[src/rtl/tile_sequencer_if.sv]
// Host/core handshake bundle for tile_sequencer.
// The master modport is the sequencer side; the slave modport is the host/core side.
interface tile_sequencer_if #(
   parameter int addr_bw = 11
);
   logic               start;
   logic               ext_valid;
   logic               ext_ready;
   logic               l0_full;
   logic               l0_ready;
   logic               ofifo_valid;
   logic               wr_l0;
   logic               rd_l0;
   logic [1:0]         inst_w;
   logic               mode;
   logic               rd_ofifo;
   logic               psum_wr;
   logic               acc;
   logic [addr_bw-1:0] psum_addr;
   logic               relu;
   logic [3:0]         kij_idx;
   logic               iter_done;
   logic               compute_done;

   modport master (
      input  start, ext_valid, l0_full, l0_ready, ofifo_valid,
      output ext_ready, wr_l0, rd_l0, inst_w, mode, rd_ofifo, psum_wr, acc,
             psum_addr, relu, kij_idx, iter_done, compute_done
   );

   modport slave (
      output start, ext_valid, l0_full, l0_ready, ofifo_valid,
      input  ext_ready, wr_l0, rd_l0, inst_w, mode, rd_ofifo, psum_wr, acc,
             psum_addr, relu, kij_idx, iter_done, compute_done
   );
endinterface

[src/rtl/tile_sequencer.sv]
// Multi-kij sequencer for the 8x8 systolic core: weight fill/push, activation fill/execute, psum drain.
// Optional macro TILE_SEQ_RELU_EN: assert relu on the psum writes of the final kernel position.
module tile_sequencer #(
   parameter int row     = 8,
   parameter int col     = 8,
   parameter int num_inp = 64,
   parameter int kij_len = 9,
   parameter int addr_bw = 11
) (
   input  logic             clk,
   input  logic             reset,
   tile_sequencer_if.master bus
);
   // One counter serves every phase; the weight push runs row reads plus col-1 skew-flush cycles.
   localparam int PUSH_LAST = row + col - 2;
   localparam int CNT_MAX   = (num_inp > PUSH_LAST + 1) ? num_inp : PUSH_LAST + 1;
   localparam int CNT_W     = $clog2(CNT_MAX + 1);

   typedef enum logic [2:0] {
      IDLE, W_FILL, W_PUSH, X_FILL, EXEC, DRAIN, NEXT, DONE
   } state_e;

   state_e           state_q, state_d;
   logic [CNT_W-1:0] cnt_q, cnt_d;
   logic [3:0]       kij_q, kij_d;
   logic             last_kij;
   logic             xfer;
   logic             adv;

   assign last_kij = (kij_q == 4'(kij_len - 1));

   always_ff @(posedge clk) begin
      if (reset) begin
         state_q <= IDLE;
         cnt_q   <= '0;
         kij_q   <= '0;
      end else begin
         state_q <= state_d;
         cnt_q   <= cnt_d;
         kij_q   <= kij_d;
      end
   end

   always_comb begin
      state_d          = state_q;
      cnt_d            = cnt_q;
      kij_d            = kij_q;
      xfer             = 1'b0;
      adv              = 1'b0;
      bus.ext_ready    = 1'b0;
      bus.wr_l0        = 1'b0;
      bus.rd_l0        = 1'b0;
      bus.inst_w       = 2'b00;
      bus.mode         = 1'b0;
      bus.rd_ofifo     = 1'b0;
      bus.psum_wr      = 1'b0;
      bus.acc          = 1'b0;
      bus.psum_addr    = '0;
      bus.relu         = 1'b0;
      bus.kij_idx      = kij_q;
      bus.iter_done    = 1'b0;
      bus.compute_done = 1'b0;

      case (state_q)
         IDLE: begin
            if (bus.start) begin
               state_d = W_FILL;
               cnt_d   = '0;
               kij_d   = '0;
            end
         end
         W_FILL, X_FILL: begin
            bus.mode      = (state_q == X_FILL);
            bus.ext_ready = !bus.l0_full;
            xfer          = bus.ext_valid && !bus.l0_full;
            bus.wr_l0     = xfer;
            if (xfer) begin
               if ((state_q == W_FILL) && (cnt_q == CNT_W'(row - 1))) begin
                  cnt_d   = '0;
                  state_d = W_PUSH;
               end else if ((state_q == X_FILL) && (cnt_q == CNT_W'(num_inp - 1))) begin
                  cnt_d   = '0;
                  state_d = EXEC;
               end else begin
                  cnt_d = cnt_q + 1'b1;
               end
            end
         end
         W_PUSH: begin
            // Reads wait on l0_ready; the flush tail keeps kernel-load asserted with no read.
            if (cnt_q < CNT_W'(row)) begin
               if (bus.l0_ready) begin
                  bus.rd_l0  = 1'b1;
                  bus.inst_w = 2'b01;
                  adv        = 1'b1;
               end
            end else begin
               bus.inst_w = 2'b01;
               adv        = 1'b1;
            end
            if (adv) begin
               if (cnt_q == CNT_W'(PUSH_LAST)) begin
                  cnt_d   = '0;
                  state_d = X_FILL;
               end else begin
                  cnt_d = cnt_q + 1'b1;
               end
            end
         end
         EXEC: begin
            bus.mode = 1'b1;
            if (bus.l0_ready) begin
               bus.rd_l0  = 1'b1;
               bus.inst_w = 2'b10;
               if (cnt_q == CNT_W'(num_inp - 1)) begin
                  cnt_d   = '0;
                  state_d = DRAIN;
               end else begin
                  cnt_d = cnt_q + 1'b1;
               end
            end
         end
         DRAIN: begin
            if (bus.ofifo_valid) begin
               bus.rd_ofifo  = 1'b1;
               bus.psum_wr   = 1'b1;
               bus.psum_addr = addr_bw'(cnt_q);
               bus.acc       = (kij_q != 4'd0);
`ifdef TILE_SEQ_RELU_EN
               bus.relu      = last_kij;
`else
               bus.relu      = 1'b0;
`endif
               if (cnt_q == CNT_W'(num_inp - 1)) begin
                  cnt_d   = '0;
                  state_d = NEXT;
               end else begin
                  cnt_d = cnt_q + 1'b1;
               end
            end
         end
         NEXT: begin
            bus.iter_done = 1'b1;
            if (last_kij) begin
               state_d = DONE;
            end else begin
               kij_d   = kij_q + 4'd1;
               state_d = W_FILL;
            end
         end
         DONE: begin
            bus.compute_done = 1'b1;
            if (bus.start) begin
               state_d = W_FILL;
               cnt_d   = '0;
               kij_d   = '0;
            end
         end
         default: state_d = IDLE;
      endcase
   end
endmodule

[src/flat_wrapper.sv]
// flat-port wrapper written by rule: the top's interface ports become plain ports
module tile_sequencer_flat 
#(
   parameter int row     = 8,
   parameter int col     = 8,
   parameter int num_inp = 64,
   parameter int kij_len = 9,
   parameter int addr_bw = 11
)
  (clk, reset, bus_start, bus_ext_valid, bus_l0_full, bus_l0_ready, bus_ofifo_valid, bus_ext_ready, bus_wr_l0, bus_rd_l0, bus_inst_w, bus_mode, bus_rd_ofifo, bus_psum_wr, bus_acc, bus_psum_addr, bus_relu, bus_kij_idx, bus_iter_done, bus_compute_done);
  tile_sequencer_if #(.addr_bw(addr_bw)) bus_i ();
  input  logic clk;
  input  logic reset;
  input wire logic [$bits(bus_i.start)-1:0] bus_start;
  input wire logic [$bits(bus_i.ext_valid)-1:0] bus_ext_valid;
  input wire logic [$bits(bus_i.l0_full)-1:0] bus_l0_full;
  input wire logic [$bits(bus_i.l0_ready)-1:0] bus_l0_ready;
  input wire logic [$bits(bus_i.ofifo_valid)-1:0] bus_ofifo_valid;
  output wire logic [$bits(bus_i.ext_ready)-1:0] bus_ext_ready;
  output wire logic [$bits(bus_i.wr_l0)-1:0] bus_wr_l0;
  output wire logic [$bits(bus_i.rd_l0)-1:0] bus_rd_l0;
  output wire logic [$bits(bus_i.inst_w)-1:0] bus_inst_w;
  output wire logic [$bits(bus_i.mode)-1:0] bus_mode;
  output wire logic [$bits(bus_i.rd_ofifo)-1:0] bus_rd_ofifo;
  output wire logic [$bits(bus_i.psum_wr)-1:0] bus_psum_wr;
  output wire logic [$bits(bus_i.acc)-1:0] bus_acc;
  output wire logic [$bits(bus_i.psum_addr)-1:0] bus_psum_addr;
  output wire logic [$bits(bus_i.relu)-1:0] bus_relu;
  output wire logic [$bits(bus_i.kij_idx)-1:0] bus_kij_idx;
  output wire logic [$bits(bus_i.iter_done)-1:0] bus_iter_done;
  output wire logic [$bits(bus_i.compute_done)-1:0] bus_compute_done;
  assign bus_i.start = bus_start;
  assign bus_i.ext_valid = bus_ext_valid;
  assign bus_i.l0_full = bus_l0_full;
  assign bus_i.l0_ready = bus_l0_ready;
  assign bus_i.ofifo_valid = bus_ofifo_valid;
  assign bus_ext_ready = bus_i.ext_ready;
  assign bus_wr_l0 = bus_i.wr_l0;
  assign bus_rd_l0 = bus_i.rd_l0;
  assign bus_inst_w = bus_i.inst_w;
  assign bus_mode = bus_i.mode;
  assign bus_rd_ofifo = bus_i.rd_ofifo;
  assign bus_psum_wr = bus_i.psum_wr;
  assign bus_acc = bus_i.acc;
  assign bus_psum_addr = bus_i.psum_addr;
  assign bus_relu = bus_i.relu;
  assign bus_kij_idx = bus_i.kij_idx;
  assign bus_iter_done = bus_i.iter_done;
  assign bus_compute_done = bus_i.compute_done;
  tile_sequencer #(.row(row), .col(col), .num_inp(num_inp), .kij_len(kij_len), .addr_bw(addr_bw)) u_core (.clk(clk), .reset(reset), .bus(bus_i));
endmodule
[config.mk]
export PLATFORM = sky130hd
export DESIGN_NAME = tile_sequencer_flat
export DESIGN_NICKNAME = d
export VERILOG_FILES = /design/src/rtl/tile_sequencer_if.sv /design/src/rtl/tile_sequencer.sv /design/src/flat_wrapper.sv
export SDC_FILE = /design/constraint.sdc
export NUM_CORES = 1
export LEC_CHECK = 0
export ABC_AREA = 0
export CAP_MARGIN = 20
export CORE_MARGIN = 4
export CORE_UTILIZATION = 49
export DETAILED_ROUTE_END_ITERATION = 8
export PLACE_DENSITY = 0.8
export SYNTH_ARGS = -nofsm -noshare
export SYNTH_HDL_FRONTEND = slang
export SYNTH_SLANG_ARGS = --single-unit
[constraint.sdc]
create_clock -name clk -period 2.3 [get_ports clk]
set_input_delay 0.23 -clock clk [delete_from_list [all_inputs] [get_ports clk]]
set_output_delay 0.23 -clock clk [all_outputs]
set_load 0.005 [all_outputs]
==> flow_summary.toml <==
[outcome]
status = "finished clean"

[cts]
cts_sinks = 14
clk_pin_slew_worst_paths_ns = 0.09
cts_tree = "built"
cts_buffer_depth = 2
cts_root_buffer = "clkbuf_4"
cts_buffers = 3
htreeDepth = 1
insertion_delay_ns = 0.28

[synth]
synthFlopType = "dfxtp_1"
syn_inst = 159
yosysSeqAreaShare_pct = 21.5
ys_warn_count = 0
syn-cell-area_um2 = 1310
avgSynthCellArea_um2 = 8.21
post_synth_num_cell_types = 56
ys_ff_latch = 14
synth_edf_count = 0
synthArstFlopShare_pct = 0

[worst_setup_path]
r2r_setup_slack_ns = 0.19
cp_slowest_stage_delay_ns = 0.62
crit_type = "reg2out"
end_kind = "output port"
crit_arrival_ns = 1.96
required_ns = 2.07
path_max_fanout = 8
cp-start-kind = "flop"
worstPathCellList = "or4_4 > o21bai_1 > clkdlybuf4s50_1"
crit_slowest_cell = "or4_4"

[routing]
ant_nets = 0
drt-vias-per-instance = 5.77
via_count = 1304
drc = 0
wl_per_cell_um = 14.2
drt_pre_antenna_iters = 4
wirelength_um = 3200
drt_iter0_markers = 45

[placement]
gp_congestion = 0.847
placed_cells = 222
io_buffers = 28
dp_hpwl_um = 2480

[floorplanning]
start_util_pct = 52.2
die_area_um2 = 3550
row_count = 18
die_x_um = 59.6
fp.dieH_um = 59.6
io_pins = 34
coreArea_um2 = 2500

[power_and_ir_drop]
p_per_area_nw_per_um2 = 730
ir_drop_uv = 499
p_leak_nw = 0.596

[flow_run]
max_cap_violations = 0

[finish]
antenna_cells = 0
fill_cells = 215
final_common_cell = "clkdlybuf4s50_1"
post-route-util_pct = 66.7
regArea_um2 = 283
instances_no_fill = 226
area_delta_synth_final_pct = 27.7
final_cell_mix = "clkdlybuf4s50_1, buf_4, nand2_1, nor2_1, dfxtp_1"
layout-drive-gt1-share_pct = 19.4
nNetsFinal = 208
multi_input_area_um2 = 891

[grt]
grtUsageMet1_pct = 24.9
grt_max_degree = 14
grt_pass1_vias = 1282
overflow = 0
grt_util_met2_pct = 33.1
grt_pass1_wl_um = 5420
gr-usage-met3_pct = 2.18
busiest_layer = "met2"
grt.total_usage_pct = 19.5
antenna_found_initial = 0

[sta]
setup_violations = 0
fin_crit_sh_pct = 95.2
rsz0062_at_grt = "false"
fin_crit_ns = 2.19
max_freq_mhz = 457
finClkSkew_ns = 0.00595
drv_slew = 0
worst_slew_margin_rel_pct = 62.7
tightestPinTransition_ns = 0.552
hold_violations = 0

[worst_hold_path]
worst_hold_path_type = "reg2reg"
[registers in the layout, indices dropped and copies added (netlist names)]
signal,count
u_core.bus.kij_idx,4
u_core.state_q,3
u_core.cnt_q,7
[critical path: cells and delay by family (launching register included)]
kind / cells / cell delay, ns
compound gates: 1 / 0.16
simple gates: 1 / 0.62
buf+inv: 1 / 0.51
flops: 1 / 0.39
[synth_stat cells, drive strengths merged (2+ instances only)]
library cell / instances / share of area [%]
nor2b: 2 / 0.96
inv: 7 / 2.0
a32o: 3 / 2.4
a221oi: 2 / 1.3
a21o: 2 / 1.2
or2: 2 / 0.96
nand2: 13 / 3.7
nor2: 15 / 4.5
dfxtp: 14 / 21
ha: 4 / 3.8
o32ai: 2 / 1.3
o41ai: 2 / 1.3
and2: 6 / 2.9
or3b: 3 / 2.0
buf: 12 / 8.1
nor3b: 5 / 3.7
o31a: 2 / 1.3
nand4: 3 / 1.4
xor2: 2 / 1.3
nand3: 5 / 1.9
or3: 3 / 1.8
o311ai: 2 / 1.3
a211oi: 3 / 2.5
nor4: 6 / 5.0
o21ai: 8 / 3.1
nor3: 11 / 5.1
nand2b: 3 / 2.0
[worst paths after layout]
kind	startpoint	endpoint	depth (start not counted)
hold / removal	u_core.cnt_q[0]$_SDFFE_PP0P_	u_core.cnt_q[0]$_SDFFE_PP0P_	1
setup / recovery	u_core.cnt_q[4]$_SDFFE_PP0P_	bus_rd_l0	3
hold reg to reg	u_core.cnt_q[0]$_SDFFE_PP0P_	u_core.cnt_q[0]$_SDFFE_PP0P_	1
setup reg to reg	u_core.state_q[1]$_SDFFE_PP0P_	u_core.cnt_q[3]$_SDFFE_PP0P_	6
[cell families (layout without fill, tap and decap cells)]
logic type	after synthesis	after routing	synth area share (%)
flops	14	14	21.5
compound gates	32	32	19.4
mux	2	2	1.92
buf+inv	21	54	11.9
xor+xnor	2	2	1.34
simple gates	83	83	39.9
fa+ha+maj	4	4	3.84
other cells	1	5	0.287
[timing repair]
action	4_1_cts	5_1_grt
setup endpoints to repair	5	5
hold buffers	0	0
gates resized for setup	2	2
buffers inserted	0	0
[metal layers]
metal  vias to the layer above  wire length, um
met5                         -                0
met1                       595             1380
li1                        654                -
met4                         0               35
met2                        51             1570
met3                         4              215
[power by group]
part / switching, mW / internal [mW] / total [mW]
Combinational: 0.337 / 0.352 / 0.689
Clock: 0.0880 / 0.0962 / 0.184
Sequential: 0.0656 / 0.278 / 0.343
Total: 0.491 / 0.726 / 1.22
[per-stage QoR]
step	setup TNS [ns]	hold WS, ns	total power, mW	setup WS (ns)	area (um^2)
after floorplan	0	0.437	0.826	0.352	1320
after global placement	-0.0205	0.484	0.995	-0.0205	1620
after detailed placement	-0.0719	0.482	1.02	-0.0490	1620
after CTS	0	0.497	1.21	0.0815	1660
after global routing	0	0.554	1.30	0.00154	1670
final	0	0.496	1.22	0.111	1670
[final cells by class]
type	instances	area share (%)
Multi-Input combinational cell	128	53.5
Timing Repair Buffer	43	23.6
Sequential cell	14	17.0
Tap cell	30	2.25
Clock buffer	4	2.18
Inverter	7	1.58
Power figures use the tool's default switching activity.
